**src/rtl/fork_event_scheduler.sv**
```systemverilog
// fork_event_scheduler: replays a programmable set of delayed register writes.
// Every enabled slot launches together on start. Each slot writes its value into
// the shared output register when its delay expires. The iteration ("join") ends
// when the longest delay expires. In repeat mode the next iteration starts on
// that same edge.
//
// state | meaning
// ------+--------------------------------------------------------------
// IDLE  | slot table writable, waiting for start with >=1 enabled slot
// RUN   | elapsed counting, slots firing, join at elapsed == maxd
module fork_event_scheduler #(
  parameter int NSLOT = 2,
  parameter int WIDTH = 4,
  parameter int DW    = 8,
  localparam int SW   = (NSLOT > 1) ? $clog2(NSLOT) : 1
) (
  input  logic             clk,
  input  logic             rst_n,
  input  logic             cfg_we,
  input  logic [SW-1:0]    cfg_slot,
  input  logic             cfg_en,
  input  logic [DW-1:0]    cfg_delay,
  input  logic [WIDTH-1:0] cfg_value,
  input  logic             start,
  input  logic             repeat_mode,
  input  logic             stop,
  output logic [WIDTH-1:0] value,
  output logic [NSLOT-1:0] fire,
  output logic             join_pulse,
  output logic             busy,
  output logic [7:0]       iter_count,
  output logic             cfg_err
);

  typedef enum logic {IDLE = 1'b0, RUN = 1'b1} state_t;

  state_t state, state_nxt;

  // Configuration table (written in IDLE only)
  logic             slot_en    [NSLOT];
  logic [DW-1:0]    slot_delay [NSLOT];
  logic [WIDTH-1:0] slot_value [NSLOT];

  // Snapshot used while running
  logic             run_en     [NSLOT];
  logic [DW-1:0]    run_delay  [NSLOT];
  logic [WIDTH-1:0] run_value  [NSLOT];

  logic [DW-1:0]    elapsed, elapsed_nxt, maxd, maxd_calc;
  logic             rep_q, any_en, launch, join_hit;
  logic [NSLOT-1:0] hit;
  logic [WIDTH-1:0] win_value;

  assign busy = (state == RUN);

  // Enabled-slot summary of the live table: any enabled, and the longest delay
  always_comb begin
    any_en    = 1'b0;
    maxd_calc = '0;
    for (int i = 0; i < NSLOT; i++) begin
      if (slot_en[i]) begin
        any_en = 1'b1;
        if (slot_delay[i] > maxd_calc) maxd_calc = slot_delay[i];
      end
    end
  end

  // Per-edge fire detection; the highest-index hit wins the shared register
  always_comb begin
    elapsed_nxt = elapsed + 1'b1;
    join_hit    = (elapsed_nxt == maxd);
    hit         = '0;
    win_value   = value;
    for (int i = 0; i < NSLOT; i++) begin
      hit[i] = run_en[i] && (run_delay[i] == elapsed_nxt);
      if (hit[i]) win_value = run_value[i];
    end
  end

  // Next-state logic; stop wins over start and over a join
  always_comb begin
    state_nxt = state;
    launch    = 1'b0;
    case (state)
      IDLE: begin
        if (start && !stop && any_en) begin
          launch    = 1'b1;
          state_nxt = RUN;
        end
      end
      RUN: begin
        if (stop)                   state_nxt = IDLE;
        else if (join_hit && !rep_q) state_nxt = IDLE;
      end
      default: state_nxt = IDLE;
    endcase
  end

  // State register
  always_ff @(posedge clk) begin
    if (!rst_n) state <= IDLE;
    else        state <= state_nxt;
  end

  // Slot table, snapshot, timing counter and outputs
  always_ff @(posedge clk) begin
    if (!rst_n) begin
      value      <= '0;
      fire       <= '0;
      join_pulse <= 1'b0;
      iter_count <= '0;
      cfg_err    <= 1'b0;
      elapsed    <= '0;
      maxd       <= '0;
      rep_q      <= 1'b0;
      for (int i = 0; i < NSLOT; i++) begin
        slot_en[i]    <= 1'b0;
        slot_delay[i] <= DW'(1);
        slot_value[i] <= '0;
        run_en[i]     <= 1'b0;
        run_delay[i]  <= DW'(1);
        run_value[i]  <= '0;
      end
    end else begin
      fire       <= '0;
      join_pulse <= 1'b0;
      cfg_err    <= 1'b0;

      if (cfg_we) begin
        if (state == IDLE) begin
          if (int'(cfg_slot) < NSLOT) begin
            slot_en[cfg_slot]    <= cfg_en;
            slot_delay[cfg_slot] <= (cfg_delay == '0) ? DW'(1) : cfg_delay;
            slot_value[cfg_slot] <= cfg_value;
          end
        end else begin
          cfg_err <= 1'b1;
        end
      end

      if (launch) begin
        elapsed    <= '0;
        iter_count <= '0;
        rep_q      <= repeat_mode;
        maxd       <= maxd_calc;
        for (int i = 0; i < NSLOT; i++) begin
          run_en[i]    <= slot_en[i];
          run_delay[i] <= slot_delay[i];
          run_value[i] <= slot_value[i];
        end
      end else if (state == RUN && !stop) begin
        fire  <= hit;
        value <= win_value;
        if (join_hit) begin
          join_pulse <= 1'b1;
          elapsed    <= '0;
          if (iter_count != 8'hFF) iter_count <= iter_count + 8'd1;
        end else begin
          elapsed <= elapsed_nxt;
        end
      end
    end
  end

endmodule

```
**config.mk**
```make
export PLATFORM = sky130hd
export DESIGN_NAME = fork_event_scheduler
export DESIGN_NICKNAME = d
export VERILOG_FILES = /design/src/rtl/fork_event_scheduler.sv
export SDC_FILE = /design/constraint.sdc
export NUM_CORES = 1
export LEC_CHECK = 0
export ABC_AREA = 1
export CORE_ASPECT_RATIO = 1.2
export CORE_MARGIN = 5
export CORE_UTILIZATION = 45
export DETAILED_ROUTE_END_ITERATION = 10
export SLEW_MARGIN = 30
export SYNTH_ARGS = -nofsm -noshare
export SYNTH_HDL_FRONTEND = slang
export SYNTH_SLANG_ARGS = --single-unit
```
**constraint.sdc**
```tcl
create_clock -name clk -period 5.75 [get_ports clk]
set_input_delay 1.15 -clock clk [delete_from_list [all_inputs] [get_ports clk]]
set_output_delay 1.15 -clock clk [all_outputs]
set_load 0.02 [all_outputs]
```
==> summary.txt <==
Outcome
  – Status: finished clean

Cells and area
  – Share of cells above drive strength 1: 0.07843
  – Final cell count without fillers: 684
  – Final nets: 586
  – Filler cells: 924
  – Area Growth Syn to Fin: 17.87%
  – Diodes inserted: 0

Setup path
  – Critical Path Source Type: input port
  – CP Launch Point: stop
  – Worst EP required: 5.98 ns
  – Crit Path Class: input port to flip-flop
  – CP top delay family: simple AND/OR/NAND/NOR gates
  – WP buf/inv: 2
  – Levels on crit path: 7
  – Critical Path Max Stage Delay: 0.75 ns
  – Worst r2r path cells: 7
  – CP max-delay cell: nor2_1
  – Worst EP arrival: 3.72 ns
  – Critical path's most frequent cell: nor2_1
  – Reg2reg start: busy$_SDFF_PN0_
  – Worst R2R Setup Slack: 3.05 ns
  – CP Capture Type: flip-flop
  – Cell Chain, Critical Path: clkdlybuf4s50_1 > nor2_1 > clkinv_1 > a31oi_2 > nand3_4 > nor2_1 > nor2_1
  – Peak fanout along the critical path: 11
  – Crit path to: iter_count[0]$_SDFFE_PP0P_
  – Worst reg2reg path endpoint: iter_count[0]$_SDFFE_PP0P_

Global route
  – Global-route wire length before repair: 15030 um
  – Vias in the first global route: 3255
  – Largest net degree at the start of global routing: 37
  – GRT overflow: 0
  – Initial antenna violation count: 0
  – Gr usage total: 0.1613

Clock tree
  – H-tree depth: 3
  – Clock tree from TritonCTS: done
  – Clock Path Buffers: 2
  – Latest clock arrival within the worst-skew pair: 0.34 ns
  – Worst-path clk slew: 0.06 ns
  – CTS-repair resized insts: 0
  – Clock Sinks: 86
  – Cts bufs inserted: 9
  – Post-CTS Setup Bufs: 0
  – Hold-fix buffers, CTS: 0
  – Root Buffer: clkbuf_16

Timing
  – Peak Freq: 0.2864 GHz
  – Tcrit/Tclk final: 0.6071
  – Setup TNS: 0 ns
  – Setup violators final: 0
  – Final Hold Vio Count: 0
  – Max-slew violation count: 0
  – RSZ-0062 raised after global routing: no
  – Crit path time final: 3.491 ns
  – Worst-Margin Slew: 0.9623 ns
  – Clock Skews: 0.005595 ns
  – Relative slew slack: 0.3561

Power
  – Gate power share: 0.061
  – Clk pwr share: 0.425
  – Pwr/cell area: 260.6 nW/um^2
  – VDD IR-drop max: 0.1732 mV
  – Leak Pwr: 2.129 nW
  – Switching share of power: 0.2203
  – Sequential power share: 0.514
  – Sw power: 0.2928 mW
  – Int Pwr: 1.036 mW

Floorplan
  – Row count: 39
  – IO Pins: 37
  – Die Y: 117.4 um
  – Initial core utilization: 0.4570
  – Core Area: 9467 sq um
  – Die ar.: 11680 sq um
  – Die Wd: 99.51 um

Synth
  – Top-area cell type share of the netlist area: 0.3470
  – Asr flop ratio synth: 0
  – EDFF count, synth: 50
  – Yosys cell types: 37
  – Average cell area after synthesis: 8.353 sq um
  – Syn nets: 548
  – Top cells by area, synth: edfxtp_1, dfxtp_1, nand2_1
  – Yosys reg bits: 86
  – Synthesized area: 4327 sq um
  – Sequential area share after synthesis: 0.5136
  – Most common cell in the netlist: nand2_1
  – Ys flop type: edfxtp_1
  – Synth warnings: 0
  – Syn Inst Count: 518
  – Top cells by count, synth: nand2_1, inv_1, nor2_1
  – Cell taking the most area after synthesis: edfxtp_1

Drt
  – Aggregate routed wire length: 8807 um
  – Avg WL per Cell: 12.88 um
  – Drt via density: 4.839
  – Vias: 3310
  – Router iterations before antenna repair: 4
  – DRC viols: 0
  – Detail Route Antenna Nets: 0
  – 1st-iter DRT viols: 171

Place
  – Dpl cells: 668
  – Placer Congestion: 0.8505
  – Hpwl dp: 6638 um
  – IO Port Bufs: 36

Min path
  – Worst Hold Class: flip-flop to flip-flop

Job
  – MaxCap Viol Count: 0
==> through the flow <==
stage	cell area [sq um]	utilization	setup WS (ns)	hold slack [ns]	total power [mW]
floorplan	4327	-	2.699	0.4383	0.7461
global placement	4810	0.5081	1.986	0.4532	0.7771
detailed placement	4810	0.5081	1.935	0.4566	0.7788
CTS	5100	0.5387	2.291	0.4764	1.344
global route	5100	0.5387	2.042	0.5088	1.379
finish	5100	0.5387	2.259	0.4719	1.329
==> cell type report <==
class                      count  area (sq um)  share of cell area
sequential                    86          2222              0.4357
multi-input combinational    337          1743              0.3418
timing repair buffer          38         375.4             0.07360
inverter                      84         315.3             0.06183
clock buffer                   9         225.2             0.04416
tap                          123         153.9             0.03018
clock inverter                 7         65.06             0.01276
==> power by group through the flow <==
stage / Sequential, mW / Clock, mW / Combinational, mW
after global placement: 0.697 / 0 / 0.0802
after detailed placement: 0.697 / 0 / 0.0817
final: 0.684 / 0.565 / 0.0809
after floorplan: 0.693 / 0 / 0.0531
after CTS: 0.684 / 0.578 / 0.0821
after global routing: 0.686 / 0.600 / 0.0927
==> cell usage in the layout, fill, tap and decap left out, types with 6 or more instances in the layout <==
cell             synthesis  final
nand2_1                 99     99
inv_1                   81     81
nor2_1                  81     81
edfxtp_1                50     50
nand3_1                 42     42
dfxtp_1                 36     36
clkdlybuf4s50_1          0     36
a21oi_1                 27     27
o21ai_0                 18     18
ha_1                    10     10
nand2_2                  9      9
clkbuf_16                0      9
nand4_1                  8      8
xnor2_1                  6      6
==> metal layers <==
metal / vias to the layer above / GRT usage / share of wire
met5: - / 0 / 0
met4: 0 / 0.06746 / 0.014
met3: 9 / 0.03919 / 0.038
met2: 61 / 0.2689 / 0.50
met1: 1491 / 0.1975 / 0.45
li1: 1749 / - / -
==> worst min-delay path, delay by kind of cell, from the launching register on <==
kind             cells  cell delay (ns)
and+or+nand+nor      2             0.11
DFF                  1             0.32
==> worst min-delay path by stage <==
stage | slack, ns | from | to | cells after the start
6_report | 0.47 | maxd[1]$_SDFFE_PN0P_ | maxd[1]$_SDFFE_PN0P_ | 2
5_1_grt | 0.51 | maxd[2]$_SDFFE_PN0P_ | maxd[2]$_SDFFE_PN0P_ | 2
4_1_cts | 0.48 | maxd[1]$_SDFFE_PN0P_ | maxd[1]$_SDFFE_PN0P_ | 2
3_5_place_dp | 0.46 | maxd[0]$_SDFFE_PN0P_ | maxd[0]$_SDFFE_PN0P_ | 2
3_3_place_gp | 0.45 | maxd[0]$_SDFFE_PN0P_ | maxd[0]$_SDFFE_PN0P_ | 2
2_1_floorplan | 0.44 | maxd[7]$_SDFFE_PN0P_ | maxd[7]$_SDFFE_PN0P_ | 2
==> flip-flops by register name, summed over array words and instances, names as in the netlist <==
name	flops
run_delay	16
slot_delay	16
elapsed	8
iter_count	8
maxd	8
run_value	8
slot_value	8
value	4
fire	2
run_en	2
slot_en	2
busy	1
cfg_err	1
join_pulse	1
rep_q	1
==> kinds of logic after synthesis <==
family | after synthesis | share of synthesized area
fa+ha+maj | 10 | 0.02892
simple gates | 261 | 0.2808
xor+xnor | 10 | 0.02024
compound gates | 56 | 0.07288
flops | 86 | 0.5136
buf+inv | 95 | 0.08358
No activity file was read; power rests on OpenSTA's default activity.
